## config.mk

```make
export PLATFORM = sky130hd
export DESIGN_NAME = cache_arb
export DESIGN_NICKNAME = d
export VERILOG_FILES = /design/src/rtl/cache_arb.sv
export SDC_FILE = /design/constraint.sdc
export NUM_CORES = 1
export LEC_CHECK = 0
export ABC_AREA = 1
export CAP_MARGIN = 25
export CORE_MARGIN = 1
export CORE_UTILIZATION = 43
export DETAILED_ROUTE_END_ITERATION = 10
export PLACE_DENSITY = 0.82
export SLEW_MARGIN = 20
export SYNTH_ARGS = -nofsm -noshare
export SYNTH_HDL_FRONTEND = slang
export SYNTH_SLANG_ARGS = --single-unit
```

## constraint.sdc

```tcl
create_clock -name clk -period 8.7 [get_ports clk]
set_input_delay 0.87 -clock clk [delete_from_list [all_inputs] [get_ports clk]]
set_output_delay 0.87 -clock clk [all_outputs]
set_load 0.02 [all_outputs]
```

## src/rtl/cache_arb.sv

```systemverilog
// cache_arb: shares one cache controller between an instruction-fetch port and a data port.
// Define CACHE_ARB_RR_EN for round-robin arbitration; default is fixed priority (data over instruction).
module cache_arb #(
    parameter int AW   = 32,
    parameter int DW   = 32,
    parameter int TOUT = 255,
    parameter int TW   = 8
) (
    input  logic          clk,
    input  logic          reset,
    input  logic          i_req,
    input  logic [AW-1:0] i_addr,
    output logic          i_ack,
    input  logic          d_req,
    input  logic          d_we,
    input  logic [AW-1:0] d_addr,
    input  logic [DW-1:0] d_wdata,
    output logic          d_ack,
    output logic [DW-1:0] rdata,
    output logic          err,
    output logic          gnt,
    output logic          c_req,
    output logic          c_we,
    output logic [AW-1:0] c_addr,
    output logic [DW-1:0] c_wdata,
    input  logic [DW-1:0] c_rdata,
    input  logic          c_done
);

    // Handshake: a requester holds req and payload high until its one-cycle ack;
    // req still high in the cycle after ack is a fresh request. The controller
    // sees c_req high for the whole BUSY phase and answers with a c_done pulse.

    typedef enum logic [1:0] {
        IDLE = 2'd0,
        BUSY = 2'd1,
        RESP = 2'd2
    } state_t;

    localparam logic [TW-1:0] WD_LAST = TW'(TOUT - 1);

    state_t        state, state_nxt;
    logic [TW-1:0] wd, wd_nxt;
    logic          gnt_nxt;
    logic          we_nxt;
    logic [AW-1:0] addr_nxt;
    logic [DW-1:0] wdata_nxt;
    logic [DW-1:0] rdata_nxt;
    logic          err_nxt;
    logic          pick_d;

`ifdef CACHE_ARB_RR_EN
    logic ptr, ptr_nxt;

    // On contention the port named by the pointer wins.
    assign pick_d = d_req & (~i_req | ptr);
`else
    assign pick_d = d_req;
`endif

    // Handshake outputs are decoded from registered state only.
    assign c_req = (state == BUSY);
    assign i_ack = (state == RESP) & ~gnt;
    assign d_ack = (state == RESP) & gnt;

    always_comb begin
        state_nxt = state;
        wd_nxt    = wd;
        gnt_nxt   = gnt;
        we_nxt    = c_we;
        addr_nxt  = c_addr;
        wdata_nxt = c_wdata;
        rdata_nxt = rdata;
        err_nxt   = err;
`ifdef CACHE_ARB_RR_EN
        ptr_nxt   = ptr;
`endif
        case (state)
            IDLE: begin
                if (i_req | d_req) begin
                    if (pick_d) begin
                        we_nxt    = d_we;
                        addr_nxt  = d_addr;
                        wdata_nxt = d_wdata;
                    end else begin
                        we_nxt    = 1'b0;
                        addr_nxt  = i_addr;
                        wdata_nxt = '0;
                    end
                    gnt_nxt   = pick_d;
                    wd_nxt    = '0;
                    state_nxt = BUSY;
                end
            end
            BUSY: begin
                wd_nxt = wd + TW'(1);
                // A completion in the final watchdog cycle still counts as success.
                if (c_done) begin
                    rdata_nxt = c_rdata;
                    err_nxt   = 1'b0;
                    state_nxt = RESP;
                end else if (wd == WD_LAST) begin
                    rdata_nxt = '0;
                    err_nxt   = 1'b1;
                    state_nxt = RESP;
                end
            end
            RESP: begin
`ifdef CACHE_ARB_RR_EN
                ptr_nxt   = ~gnt;
`endif
                state_nxt = IDLE;
            end
            default: begin
                state_nxt = IDLE;
            end
        endcase
    end

    always_ff @(posedge clk or posedge reset) begin
        if (reset) begin
            state   <= IDLE;
            wd      <= '0;
            gnt     <= 1'b0;
            c_we    <= 1'b0;
            c_addr  <= '0;
            c_wdata <= '0;
            rdata   <= '0;
            err     <= 1'b0;
`ifdef CACHE_ARB_RR_EN
            ptr     <= 1'b0;
`endif
        end else begin
            state   <= state_nxt;
            wd      <= wd_nxt;
            gnt     <= gnt_nxt;
            c_we    <= we_nxt;
            c_addr  <= addr_nxt;
            c_wdata <= wdata_nxt;
            rdata   <= rdata_nxt;
            err     <= err_nxt;
`ifdef CACHE_ARB_RR_EN
            ptr     <= ptr_nxt;
`endif
        end
    end

endmodule

```

## Word level (Yosys, flattened, before mapping)

Index checks and enable logic that the tools add are counted.

- Shifts and indexed selects: 0
- Reductions and logical operators: 7
- Eq/ne operators: 5
- Multiply operators: 0
- Bitwise logic cells: 4
- Divide/modulo/power cells: 0
- Add/subtract/negate cells: 1
- Order comparisons: 0
- Multiplexer cells: 13

Operator list:

| kind | count |
|---|---|
| 32-bit 2-to-1 mux | 4 |
| 8-bit case mux with 2 select lines | 1 |
| 8-bit by 1-bit adder with 8-bit output, second input constant | 1 |
| 8-bit equality test, second input constant | 1 |
| 8-bit 2-to-1 mux | 1 |
| 2-bit AND reduction | 4 |
| 2-bit 2-to-1 mux | 3 |
| 2-bit case mux with 2 select lines | 1 |
| 2-bit nonzero test | 2 |
| 1-bit 2-to-1 mux | 3 |
| 3-bit by 1-bit inequality test with 1-bit output, second input constant | 1 |
| 1-bit AND | 2 |
| 2-bit by 1-bit equality test with 1-bit output, second input constant | 1 |
| 2-bit equality test, second input constant | 1 |
| 2-bit zero test | 1 |
| 2-bit inequality test, second input constant | 1 |
| 1-bit NOT | 1 |
| 1-bit bitwise OR | 1 |

- RAM bits: 0
- Bits in latches: 0
- Bits in registers: 109
- Output and inout port bits: 102
- Memories: 0
- Word-level logic and storage cells: 38
- Memory bits (read-only): 0

## Longest topological paths before layout

Gate-level depths: netlist of the first run.

- Depth in word-level cells: 4
- Depth in mapped cells: 10

## Worst setup path before layout of the first run

No wires, ideal clock.

- Kind: register to output
- Start point: register gnt
- End point: output d_ack
- Required time: 7.830 ns
- Data arrival time: 0.983 ns
- Cell stages (with the launch flop): 3
- Setup slack: 6.847 ns
- Cells stage by stage: dfrtp_1 inv_1 nor3_1

- Word-level cells in the longest chain between the ends: 1

Ends and longest elaborated chain:

| what | RTL line | source |
|---|---|---|
| from (decl) | 21 | `output logic gnt,` |
| from (signal assigned) | 136 | `gnt <= gnt_nxt;` |
| 1-bit AND | 64 | `assign d_ack = (state == RESP) & gnt;` |
| to (decl) | 18 | `output logic d_ack,` |

Every way passes these cells.

## Worst setup path in the final report of the first run

- Start point: input d_req
- End point: register wd[1]

- Word-level cells in the longest chain between the ends: 3

Ends and longest elaborated chain:

| what | RTL line | source |
|---|---|---|
| from (decl) | 14 | `input logic d_req,` |
| 1-bit bitwise OR | 80 | `if (i_req \| d_req) begin` |
| 2-bit inequality test (no source line) | -- |  |
| 2-bit AND reduction (no source line) | -- |  |
| to (signal assigned) | 135 | `wd <= wd_nxt;` |
| to (decl) | 43 | `logic [TW-1:0] wd, wd_nxt;` |

Every way passes these cells.
A chain may end at the register's enable or synchronous reset.

==> results of run 1 <==
## final timing paths
check,start,end,slack [ns]
min in group asynchronous,reset,rdata[31],0.77
min,rdata[17],rdata[17],0.48
max in group asynchronous,reset,c_wdata[8],6.87
max,d_req,wd[1],5.79
max reg2reg,state[0],wd[1],6.23
min reg2reg,rdata[17],rdata[17],0.48
## metal layers
metal,up-vias,part of all wire,GRT usage
li1,2123,-,-
met1,2097,0.40,0.281
met3,28,0.059,0.0767
met2,152,0.52,0.441
met4,0,0.028,0.104
met5,-,0,0
## cell type report
type | count | area, sq um | share of cell area
Multi-Input combinational cell | 378 | 1650 | 0.229
Tap cell | 136 | 170 | 0.0236
Inverter | 14 | 55.1 | 0.00763
Clock inverter | 4 | 70.1 | 0.00971
Sequential cell | 109 | 2730 | 0.378
Clock buffer | 12 | 155 | 0.0215
Timing Repair Buffer | 239 | 2380 | 0.330
## worst register-to-register path: stages, from the launching register on
cell and delay (ns):
dfrtp_1 0.46, nor2_4 0.63, o21ai_4 0.43, buf_4 0.46
nand2_1 0.21, inv_2 0.06, nand2_1 0.06, o21ai_1 0.06
## cells in the mapped netlist
master	number
buf_4	2
inv_1	9
nand3_1	38
o31ai_1	32
o21ai_2	1
a21oi_1	2
buf_2	13
clkbuf_1	13
o21ai_0	1
ha_1	2
buf_6	3
dfrtp_1	109
nor2_2	2
inv_2	5
nor2_1	69
nand2_1	217
nor2_4	1
o21ai_1	7
and2_1	1
nand2_2	3
nor3_1	2
## sequential cells by signal (all words and copies together) (netlist names)
signal / count
wd: 8
gnt: 1
rdata: 32
err: 1
c_we: 1
c_addr: 32
c_wdata: 32
state: 2
## kinds of logic after synthesis
group                      after synthesis  share of synthesized area
and+or+nand+nor                        333                      0.288
DFF                                    109                      0.594
buffers and inverters                   45                     0.0469
AOI/OAI and AO/OA                       43                     0.0652
adders and majority gates                2                    0.00545
## report_power, final
| part | internal, mW | total [mW] | switching [mW] | leakage [nW] |
|---|---|---|---|---|
| Clock | 0.177 | 0.346 | 0.168 | 0.116 |
| Combinational | 0.571 | 1.27 | 0.702 | 1.91 |
| Sequential | 0.742 | 0.887 | 0.145 | 1.36 |
| Total | 1.49 | 2.51 | 1.02 | 3.39 |
## per-stage QoR
stage	instances	worst slack, ns	cell area [sq um]	hold WS (ns)	total power, mW
CTS	892	5.83	7220	0.481	2.53
global placement	875	5.50	6980	0.452	2.14
finish	892	5.79	7220	0.476	2.51
floorplan	532	4.96	4590	0.445	1.54
detailed placement	876	5.44	6990	0.458	2.18
global route	892	5.57	7220	0.499	2.65
==> impl_metrics.tcl, run 1 <==
set metrics [dict create \
    num_vias 4400 \
    firstDrtPassIters 4 \
    vias_per_cell 4.93 \
    cts_max_level 3 \
    tns_ns 0 \
    cts_setup_buffers 0 \
    synth.avg_cell_area_sq_um 8.63 \
    cp_top_family "buffers and inverters" \
    drc_errors 0 \
    cts_resized 0 \
    wl_per_cell_um 15.0 \
    drtAntennaViolNets 0 \
    syn_inst 532 \
    insertedDiodeCount 0 \
    grt.overflow.total 0 \
    yosysSeqAreaShare 0.594 \
    drt-initial-drc-count 225 \
    final_cell_mix "234 x clkdlybuf4s50_1, 217 x nand2_1, 109 x dfrtp_1" \
    path_clk_slew_ns 0.09 \
    post-dp-hpwl_um 9790 \
    cp-end-kind "flop" \
    grt_pass1_wl_um 21600 \
    netlist.area_leader.share 0.594 \
    synth.area.top_cells "dfrtp_1 59%, nand2_1 18%, nor2_1 5.6%" \
    clk_latency_ns 0.38 \
    hold_viol 0 \
    fin_nets 887 \
    min_period_over_period 0.334 \
    critPathArrivalTime_ns 3.21 \
    cts_inserted_buffers 9 \
    hold_depth 2 \
    slew_viol_final 0 \
    core-area_sq_um 10300 \
    antenna_found_initial 0 \
    relSlewSlack 0.411 \
    cpMaxStageDelayCell "o21ai_4" \
    die_h_um 105 \
    start_util 0.445 \
    grt_max_degree 93 \
    cts_hold_buf 0 \
    leakage_nw 3.39 \
    criticalPathCategory "in -> reg" \
    layout-drive-gt1-share 0.0437 \
    synthDistinctLibCells 21 \
    rsz0062_at_grt "no" \
    portBuffers 235 \
    ir_drop_uv 244 \
    status "completed" \
    fin_util 0.699 \
    grt_pass1_vias 4485 \
    cpPeakStageDelay_ns 0.79 \
    path_buf_inv 4 \
    die_w_um 105 \
    fmax_mhz 344 \
    wirelength_um 13400 \
    fill_cells 798 \
    syn-cell-area_sq_um 4590 \
    cp-start-kind "input pin" \
    finClkSkew_ns 0.0118 \
    grt_use_total 0.250 \
    setup_viol 0 \
    cts_tree "yes" \
    cap_violations 0 \
    gp_congestion 0.863 \
    post-route-min-period_ns 2.91 \
    tightest_slew_ns 0.880 \
    yosys_register_bits 109 \
    syn_nets 668 \
    row_count 37 \
    ys_warn_count 0 \
    mostFrequentLayoutCell "clkdlybuf4s50_1" \
    io_pins 236 \
    cts_buffer_depth 2 \
    yosysTopAreaCell "dfrtp_1" \
    syn_to_final_growth_pct 57.3 \
    die-area_sq_um 11100 \
    crit_cells 8 \
    p_per_area_nw_per_um2 347 \
    required_ns 9.00 \
    crit_chain "buf_2, buf_4, o21ai_4, buf_4, nand2_1, inv_2, nand2_1, o21ai_1" \
    cts_sinks 109 \
    hold_class "reg -> reg" \
    clockRootBuffer "clkbuf_8" \
    crit_fanout 68 \
    reg2regPathDepth 7 \
]
Note: power is estimated with default switching activity, not from simulation.
==> inputs of run 2 (changes only) <==
--- a/config.mk
+++ b/config.mk
@@ -8,9 +8,9 @@
 export ABC_AREA = 1
 export CAP_MARGIN = 25
 export CORE_MARGIN = 1
-export CORE_UTILIZATION = 43
+export CORE_UTILIZATION = 36
 export DETAILED_ROUTE_END_ITERATION = 10
-export PLACE_DENSITY = 0.82
+export PLACE_DENSITY = 0.73
 export SLEW_MARGIN = 20
 export SYNTH_ARGS = -nofsm -noshare
 export SYNTH_HDL_FRONTEND = slang
==> constraint.sdc (replaced) <==
create_clock -name clk -period 2.6 [get_ports clk]
set_input_delay 0.26 -clock clk [delete_from_list [all_inputs] [get_ports clk]]
set_output_delay 0.26 -clock clk [all_outputs]
set_load 0.02 [all_outputs]
==> run 2 against run 1 <==
Effect of this change: final cell count grew 4.0%; sequential cell count is the same; routed wire length grew 3.3%; die area grew 19%; critical endpoint is now c_req; non-clock buffer count grew 4; sequential share of layout area shrank 1.1 points; total power grew to 3.5 times the previous value; clock skew shrank 0.0082 ns; critical path depth shrank 4; worst hold slack lost 0.11 ns; design area grew 2.9%.
==> impl_metrics.tcl, run 2 (same netlist as run 1, synthesis figures left out) <==
set metrics [dict create \
    post-dp-hpwl_um 10000 \
    syn_to_final_growth_pct 61.9 \
    start_util 0.376 \
    p_int_mw 5.41 \
    p_per_area_nw_per_um2 1200 \
    cts_inserted_buffers 9 \
    finalWorstSetupSlack_ns 0.631 \
    num_vias 4378 \
    slew_viol_final 0 \
    switching_share 0.391 \
    cts_resized 0 \
    cp-end-kind "output pin" \
    rsz0062_at_grt "no" \
    clock_power_share 0.179 \
    drc_errors 0 \
    insertedDiodeCount 0 \
    crit_top_cell "inv_2" \
    io_pins 236 \
    cts_hold_buf 0 \
    path_clk_slew_ns 0.07 \
    reg_top3 "c_addr x32, c_wdata x32, rdata x32" \
    switchingPower_mw 3.48 \
    grt_max_degree 72 \
    wl_per_cell_um 14.9 \
    post-route-min-period_ns 1.97 \
    leakage_nw 3.46 \
    relSlewSlack 0.570 \
    power_frac_comb 0.484 \
    hold_class "in -> async" \
    drt-initial-drc-count 253 \
    cp-start-kind "flop" \
    die-area_sq_um 13200 \
    ir_drop_uv 675 \
    fill_cells 1065 \
    portBuffers 235 \
    grt_pass1_wl_um 21800 \
    fin_util 0.608 \
    cap_violations 0 \
    gp_congestion 0.830 \
    cts_sinks 109 \
    criticalPathCategory "reg -> out" \
    hold_viol 0 \
    crit_chain "inv_2, nand2_2, inv_2, clkdlybuf4s50_1" \
    wirelength_um 13800 \
    mostFrequentLayoutCell "clkdlybuf4s50_1" \
    clk_latency_ns 0.35 \
    die_w_um 115 \
    seq_power_share 0.337 \
    drtAntennaViolNets 0 \
    fin_nets 891 \
    row_count 40 \
    cts_tree "yes" \
    clockRootBuffer "clkbuf_16" \
    core-area_sq_um 12200 \
    tns_ns 0 \
    antenna_found_initial 0 \
    finClkSkew_ns 0.00359 \
    grt_use_total 0.213 \
    fmax_mhz 508 \
    firstDrtPassIters 4 \
    cts_setup_buffers 0 \
    cpMaxStageDelayCell "clkdlybuf4s50_1" \
    tightest_slew_ns 0.643 \
    status "completed" \
    post-place-ws_ns 0.840 \
    min_period_over_period 0.757 \
    grt.overflow.total 0 \
    critPathArrivalTime_ns 1.71 \
    required_ns 2.34 \
    cts_max_level 3 \
    layout-drive-gt1-share 0.0500 \
    vias_per_cell 4.72 \
    crit_fanout 7 \
    cpPeakStageDelay_ns 0.63 \
    cts_buffer_depth 2 \
    die_h_um 115 \
    final_cell_mix "234 x clkdlybuf4s50_1, 217 x nand2_1, 109 x dfrtp_1" \
    setup_viol 0 \
    grt_pass1_vias 4384 \
]
==> run 2: cell count changes in the layout (fill, tap and decap cells not counted), sizes merged <==
cell,previous run,this run
clkbuf,12,10
buf,5,9
clkinv,2,1
bufinv,2,3
inv,14,13
clkinvlp,0,3
==> run 2: power by group through the flow <==
| stage | Sequential (mW) | Clock (mW) | Combinational (mW) |
|---|---|---|---|
| floorplan | 3.86 | 0 | 1.28 |
| global placement | 2.97 | 0 | 4.26 |
| detailed placement | 2.99 | 0 | 4.35 |
| CTS | 2.99 | 1.63 | 4.35 |
| global route | 3.08 | 1.69 | 4.64 |
| finish | 2.99 | 1.59 | 4.30 |
==> run 2: metrics by stage <==
step	cell area, sq um	std cells	hold slack [ns]	power (mW)
floorplan	4590	532	0.377	5.14
global placement	7080	912	0.453	7.23
detailed placement	7080	912	0.458	7.34
CTS	7430	928	0.351	8.97
global route	7430	928	0.403	9.40
finish	7430	928	0.364	8.88
==> run 2: metal layers <==
| layer | vias up | part of all wire | track usage |
|---|---|---|---|
| li1 | 2133 | - | - |
| met1 | 2095 | 0.42 | 0.261 |
| met2 | 125 | 0.51 | 0.363 |
| met3 | 25 | 0.047 | 0.0490 |
| met4 | 0 | 0.028 | 0.0866 |
| met5 | - | 0 | 0 |
==> run 2: path summary, 6_finish.rpt <==
| path | from | endpoint | slack, ns | cells past startpoint |
|---|---|---|---|---|
| setup / recovery | state[1] | c_req | 0.63 | 4 |
| hold / removal | reset | rdata[8] | 0.36 | 3 |
| setup reg to reg | wd[0] | rdata[1] | 0.89 | 9 |
| hold reg to reg | err | err | 0.47 | 2 |
| max in group asynchronous | reset | c_wdata[24] | 1.82 | 3 |
| min in group clk | d_req | gnt | 0.38 | 3 |
==> run 2: area by class of cell <==
class / count / area (sq um) / area share
multi-input combinational: 378 / 1650 / 0.223
timing repair buffer: 243 / 2430 / 0.327
sequential: 109 / 2730 / 0.367
clock buffer: 10 / 239 / 0.0322
clock inverter: 6 / 110 / 0.0148
inverter: 14 / 56.3 / 0.00758
tap: 168 / 210 / 0.0283
==> run 2: worst max-delay path: cells and delay by family (launching register included) <==
family,cells,cell delay [ns]
DFF,1,0.41
and+or+nand+nor,1,0.10
buffers and inverters,3,0.85
